==> src/rtl/pc_unit_if.sv <==
// rtl/pc_unit_if.sv - redirect/stall controls and PC outputs of pc_unit
// PC_RAS_EN adds the call/ret/ras_err return-address-stack signals.
interface pc_unit_if #(
   parameter int N = 32
);
   logic         stall;
   logic         trap;
   logic         jmp;
   logic [N-1:0] jmp_target;
   logic         br_taken;
   logic [N-1:0] br_target;
   logic [N-1:0] pc_out;
   logic [N-1:0] pc_plus4;
   logic         pc_valid;
   logic         misalign;
   logic [N-1:0] epc;
`ifdef PC_RAS_EN
   logic         call;
   logic         ret;
   logic         ras_err;
`endif

   modport master (
      output stall, trap, jmp, jmp_target, br_taken, br_target,
`ifdef PC_RAS_EN
      output call, ret,
      input  ras_err,
`endif
      input  pc_out, pc_plus4, pc_valid, misalign, epc
   );

   modport slave (
      input  stall, trap, jmp, jmp_target, br_taken, br_target,
`ifdef PC_RAS_EN
      input  call, ret,
      output ras_err,
`endif
      output pc_out, pc_plus4, pc_valid, misalign, epc
   );
endinterface

==> src/rtl/pc_unit.sv <==
// rtl/pc_unit.sv - program counter with prioritised redirects, fetch bubble and EPC capture
// Optional return-address stack enabled by PC_RAS_EN.
module pc_unit #(
   parameter int           N            = 32,
   parameter logic [N-1:0] RESET_VECTOR = N'(32'h0040_0000),
   parameter logic [N-1:0] TRAP_VECTOR  = N'(32'h0040_0100),
   parameter int           RAS_DEPTH    = 4
) (
   input  logic     clk,
   input  logic     reset,
   pc_unit_if.slave bus
);

   generate
      if (N < 8 || RAS_DEPTH < 2) begin : g_bad_param
         $error("pc_unit: N must be >= 8 and RAS_DEPTH >= 2");
      end
   endgenerate

   typedef enum logic {HOLD, RUN} state_t;

   state_t       state_q, state_d;
   logic [N-1:0] pc_q, pc_d;
   logic         valid_q, valid_d;
   logic         misalign_q, misalign_d;
   logic [N-1:0] epc_q, epc_d;
   logic [N-1:0] pc_plus4;
   logic [N-1:0] target;

   assign pc_plus4 = pc_q + N'(4);
   assign target   = bus.jmp ? bus.jmp_target : bus.br_target;

`ifdef PC_RAS_EN
   localparam int AW = $clog2(RAS_DEPTH);

   logic [N-1:0]  ras_mem [RAS_DEPTH];
   logic [AW-1:0] ras_ptr_q, ras_ptr_d;
   logic [AW:0]   ras_cnt_q, ras_cnt_d;
   logic          ras_err_q, ras_err_d;
   logic          ras_push;
   logic [N-1:0]  ras_top;

   // ras_ptr_q is the next write slot; the top of stack sits just below it
   assign ras_top = ras_mem[ras_ptr_q - AW'(1)];
`endif

   always_comb begin
      state_d    = state_q;
      pc_d       = pc_q;
      valid_d    = valid_q;
      misalign_d = 1'b0;
      epc_d      = epc_q;
`ifdef PC_RAS_EN
      ras_ptr_d  = ras_ptr_q;
      ras_cnt_d  = ras_cnt_q;
      ras_err_d  = 1'b0;
      ras_push   = 1'b0;
`endif
      case (state_q)
         HOLD: begin
            state_d = RUN;
            valid_d = 1'b1;
         end
         RUN: begin
            valid_d = 1'b1;
            if (bus.trap) begin
               pc_d    = TRAP_VECTOR;
               epc_d   = pc_q;
               valid_d = 1'b0;
            end
`ifdef PC_RAS_EN
            else if (bus.ret) begin
               valid_d = 1'b0;
               if (ras_cnt_q == '0) begin
                  pc_d      = TRAP_VECTOR;
                  epc_d     = pc_q;
                  ras_err_d = 1'b1;
               end else begin
                  pc_d      = ras_top;
                  ras_ptr_d = ras_ptr_q - AW'(1);
                  ras_cnt_d = ras_cnt_q - (AW+1)'(1);
               end
            end
`endif
            else if (bus.jmp || bus.br_taken) begin
               valid_d = 1'b0;
               if (target[1:0] != 2'b00) begin
                  pc_d       = TRAP_VECTOR;
                  epc_d      = target;
                  misalign_d = 1'b1;
               end else begin
                  pc_d = target;
               end
`ifdef PC_RAS_EN
               // a full stack keeps wrapping, silently dropping the oldest return
               if (bus.jmp && bus.call) begin
                  ras_push  = 1'b1;
                  ras_ptr_d = ras_ptr_q + AW'(1);
                  if (ras_cnt_q != (AW+1)'(RAS_DEPTH)) begin
                     ras_cnt_d = ras_cnt_q + (AW+1)'(1);
                  end
               end
`endif
            end else if (!bus.stall) begin
               pc_d = pc_plus4;
            end
         end
         default: state_d = HOLD;
      endcase
   end

   always_ff @(posedge clk or negedge reset) begin
      if (!reset) begin
         state_q    <= HOLD;
         pc_q       <= RESET_VECTOR;
         valid_q    <= 1'b0;
         misalign_q <= 1'b0;
         epc_q      <= '0;
      end else begin
         state_q    <= state_d;
         pc_q       <= pc_d;
         valid_q    <= valid_d;
         misalign_q <= misalign_d;
         epc_q      <= epc_d;
      end
   end

`ifdef PC_RAS_EN
   always_ff @(posedge clk or negedge reset) begin
      if (!reset) begin
         ras_ptr_q <= '0;
         ras_cnt_q <= '0;
         ras_err_q <= 1'b0;
      end else begin
         ras_ptr_q <= ras_ptr_d;
         ras_cnt_q <= ras_cnt_d;
         ras_err_q <= ras_err_d;
      end
   end

   always_ff @(posedge clk) begin
      if (ras_push) begin
         ras_mem[ras_ptr_q] <= pc_plus4;
      end
   end

   assign bus.ras_err = ras_err_q;
`endif

   assign bus.pc_out   = pc_q;
   assign bus.pc_plus4 = pc_plus4;
   assign bus.pc_valid = valid_q;
   assign bus.misalign = misalign_q;
   assign bus.epc      = epc_q;

endmodule

==> src/flat_wrapper.sv <==
// flat-port wrapper written by rule: the top's interface ports become plain ports
module pc_unit_flat 
#(
   parameter int           N            = 32,
   parameter logic [N-1:0] RESET_VECTOR = N'(32'h0040_0000),
   parameter logic [N-1:0] TRAP_VECTOR  = N'(32'h0040_0100),
   parameter int           RAS_DEPTH    = 4
)
  (clk, reset, bus_stall, bus_trap, bus_jmp, bus_jmp_target, bus_br_taken, bus_br_target, bus_pc_out, bus_pc_plus4, bus_pc_valid, bus_misalign, bus_epc);
  pc_unit_if #(.N(N)) bus_i ();
  input  logic clk;
  input  logic reset;
  input wire logic [$bits(bus_i.stall)-1:0] bus_stall;
  input wire logic [$bits(bus_i.trap)-1:0] bus_trap;
  input wire logic [$bits(bus_i.jmp)-1:0] bus_jmp;
  input wire logic [$bits(bus_i.jmp_target)-1:0] bus_jmp_target;
  input wire logic [$bits(bus_i.br_taken)-1:0] bus_br_taken;
  input wire logic [$bits(bus_i.br_target)-1:0] bus_br_target;
  output wire logic [$bits(bus_i.pc_out)-1:0] bus_pc_out;
  output wire logic [$bits(bus_i.pc_plus4)-1:0] bus_pc_plus4;
  output wire logic [$bits(bus_i.pc_valid)-1:0] bus_pc_valid;
  output wire logic [$bits(bus_i.misalign)-1:0] bus_misalign;
  output wire logic [$bits(bus_i.epc)-1:0] bus_epc;
  assign bus_i.stall = bus_stall;
  assign bus_i.trap = bus_trap;
  assign bus_i.jmp = bus_jmp;
  assign bus_i.jmp_target = bus_jmp_target;
  assign bus_i.br_taken = bus_br_taken;
  assign bus_i.br_target = bus_br_target;
  assign bus_pc_out = bus_i.pc_out;
  assign bus_pc_plus4 = bus_i.pc_plus4;
  assign bus_pc_valid = bus_i.pc_valid;
  assign bus_misalign = bus_i.misalign;
  assign bus_epc = bus_i.epc;
  pc_unit #(.N(N), .RESET_VECTOR(RESET_VECTOR), .TRAP_VECTOR(TRAP_VECTOR), .RAS_DEPTH(RAS_DEPTH)) u_core (.clk(clk), .reset(reset), .bus(bus_i));
endmodule
==> config.mk <==
export PLATFORM = sky130hd
export DESIGN_NAME = pc_unit_flat
export DESIGN_NICKNAME = d
export VERILOG_FILES = /design/src/rtl/pc_unit_if.sv /design/src/rtl/pc_unit.sv /design/src/flat_wrapper.sv
export SDC_FILE = /design/constraint.sdc
export NUM_CORES = 1
export LEC_CHECK = 0
export ABC_CLOCK_PERIOD_IN_PS = 2100
export CAP_MARGIN = 20
export CORE_MARGIN = 2
export CORE_UTILIZATION = 30
export CTS_CLUSTER_SIZE = 28
export DETAILED_ROUTE_END_ITERATION = 10
export MAX_ROUTING_LAYER = met4
export PLACE_DENSITY = 0.68
export SKIP_CTS_REPAIR_TIMING = 1
export SKIP_LAST_GASP = 1
export SYNTH_ARGS = -nofsm -noshare
export SYNTH_HDL_FRONTEND = slang
export SYNTH_SLANG_ARGS = --single-unit
==> constraint.sdc <==
create_clock -name clk -period 2.1 [get_ports clk]
set_input_delay 0.315 -clock clk [delete_from_list [all_inputs] [get_ports clk]]
set_output_delay 0.315 -clock clk [all_outputs]
set_load 0.02 [all_outputs]
==> summary.txt <==
mean post-synth cell area = 8.148 um^2
failing checks = setup timing
CP startpoint kind = register
Worst Hold Class = primary input to async pin
post-synth net total = 604
Fmax = 443.8 MHz
Tcrit/Tclk final = 107.3%
CP Max Fanout = 7
I/O pins = 168
worst slew pin tran = 659.4 ps
CP Capture Type = output pin
multi-input combinational cell area = 2733 um^2
worst path required time = 1780 ps
I/O Buffers = 167
Cell Area, Synth = 4343 um^2
vias in the first global route = 4904
vias per cell = 5.051
vias = 4899
register area share after synthesis = 38.63%
area leader, netlist = dfrtp_1
Worst-Skew Late Latency = 330 ps
status = finished with violations
commonest cells in the netlist = nor2_1, o21ai_0, dfrtp_1, nand2_1, a21oi_1
first-pass GRT wire length = 25110 um
Inserted Clock Buffers = 9
initial antenna violation count = 0
Syn Inst Count = 533
YS warnings = 0
Fin. Hold Viols = 0
routed wire length = 16080 um
Synth async-reset ratio = 100.0%
Root Driver = clkbuf_16
Worst EP arrival = 1940 ps
synth unique cells = 52
Syn-to-layout area delta = 73.21%
Starting DRT DRC Count = 277
Bufs on Longest Clock Path = 2
RSZ-0062 raised after global routing = true
Register Area = 1688 um^2
number of synthesized flops with an enable pin = 0
final core occ = 53.77%
Post-Place Worst Slack = -316.1 ps
worst setup path startpoint = u_core.bus.pc_out[6]$_DFFE_PN0P_
reg2reg end = u_core.bus.pc_out[21]$_DFFE_PN0P_
Synth Flop Type = dfrtp_1
Max Slew Vio Count = 0
antenna-violating nets left = 0
Die Ht = 124.3 um
Row Count = 43
Peak VDD IR = 324.8 uV
crit path capture = bus_pc_plus4[26]
Layout fillers = 1284
Crit Path Class = register to output pin
Antenna diodes = 0
worst r2r src = u_core.bus.pc_out[11]$_DFFE_PN0P_
mean routed wirelength per cell = 16.57 um
hpwl dp = 11800 um
Final WS setup = -153.4 ps
largest cells by area after synthesis = dfrtp_1, mux2i_1, o21ai_0
GRT overflow = 0
max-cap violations = 0
Layout Nets = 856
Reg2Reg Setup Slack = -10 ps
Worst-path clk slew = 60 ps
CTS tree = yes
chip width = 124.3 um
GPL Wtd Cong = 0.8618
Max transition margin = 56.04%
LEAKAGE = 3.497 nW
FF+latch count, synth = 67
clock skew = 7.615 ps
first drt pass iteration count = 5
area share of the largest cell type after synthesis = 38.03%
GR Util All Layers = 20.48%
Tmin final = 2253 ps
largest net degree at the start of global routing = 51
Initial Util = 31.05%
# setup viols final = 21
R2R cell count = 10
proportion of layout cells with a drive suffix above 1 = 27.59%
H-tree levels = 3
DRC violations left = 0
PwrDens = 557.3 nW/um^2
core area = 13990 um^2
clk sinks = 67
full die area = 15450 um^2
registers in the layout, summed over array words and instances, names as in the netlist:
| name | count |
|---|---|
| u_core.bus.pc_valid | 1 |
| u_core.bus.pc_out | 32 |
| u_core.bus.epc | 32 |
| u_core.state_q | 1 |
| u_core.bus.misalign | 1 |
stage by stage:
stage | cell area, um^2 | hold WS [ps] | instances | power, W | setup TNS, ps
4_1_cts | 7088 | 37.06 | 944 | 0.004212 | -15030
3_5_place_dp | 6827 | 393.5 | 928 | 0.002828 | -5151
2_1_floorplan | 4431 | 19.41 | 533 | 0.002121 | -63.51
5_1_grt | 7522 | 69.39 | 970 | 0.004408 | -4583
3_3_place_gp | 6827 | 395.1 | 928 | 0.002806 | -4677
6_report | 7522 | 19.29 | 970 | 0.004192 | -2224
power by group:
group	switching [W]	internal, W
clock network	0.000533	0.000835
logic	0.000685	0.000630
registers	0.0000871	0.00142
total	0.00131	0.00289
critical path, cell delays in order (launching register included):
cell	delay, ps
dfrtp_1	390
nand3_4	120
buf_6	170
nor3_4	210
buf_6	160
nand4_1	180
xnor2_2	190
buf_2	180
cell usage in the layout (no fill, tap or decap), types with 7 or more instances in the layout:
cell type,count
xnor2_2,11
dfrtp_2,8
dfrtp_1,58
mux2i_1,34
nand2_1,58
a21oi_1,60
xnor2_1,9
o32a_1,8
clkdlybuf4s50_1,136
o21ai_0,67
buf_6,14
nor4_4,7
nand4_1,11
buf_4,124
nor2_1,64
clkbuf_16,9
inv_1,10
per-layer routing:
metal | part of all wire (%) | wire [um] | up-vias | track usage, %
met5 | 0 | 0 | - | -
met4 | 1.4 | 227 | 0 | 5.684
met3 | 5.5 | 878 | 20 | 4.596
met2 | 51 | 8158 | 171 | 34.49
met1 | 42 | 6810 | 2328 | 24.74
li1 | - | - | 2380 | -
cell type report:
| type | count | area share [%] |
|---|---|---|
| well taps | 180 | 2.994 |
| flip-flops and latches | 67 | 22.44 |
| repair buffers | 286 | 34.26 |
| clock buffers | 16 | 3.476 |
| multi-input cells | 411 | 36.33 |
| inverters | 10 | 0.4990 |
worst min-delay path by stage:
stage	endpoint	slack (ps)	cells after the start
after floorplan	u_core.bus.epc[0]$_DFFE_PN0P_	20	0
after global placement	u_core.bus.pc_valid$_DFF_PN0_	400	1
after detailed placement	u_core.bus.pc_out[1]$_DFFE_PN0P_	390	1
after CTS	u_core.bus.epc[1]$_DFFE_PN0P_	40	1
after global routing	u_core.bus.pc_out[1]$_DFFE_PN0P_	70	1
final	u_core.bus.epc[1]$_DFFE_PN0P_	20	1
cell families (layout without fill, tap and decap cells):
logic type | after synthesis | count (layout) | synth area share [%]
xor+xnor | 27 | 27 | 5.445
flops | 67 | 67 | 38.63
simple gates | 191 | 191 | 21.12
buf+inv | 55 | 312 | 6.136
compound gates | 155 | 155 | 19.94
other cells | 1 | 1 | 0.08635
mux | 36 | 36 | 8.355
fa+ha+maj | 1 | 1 | 0.2881
Note: power is estimated with default switching activity, not from simulation.
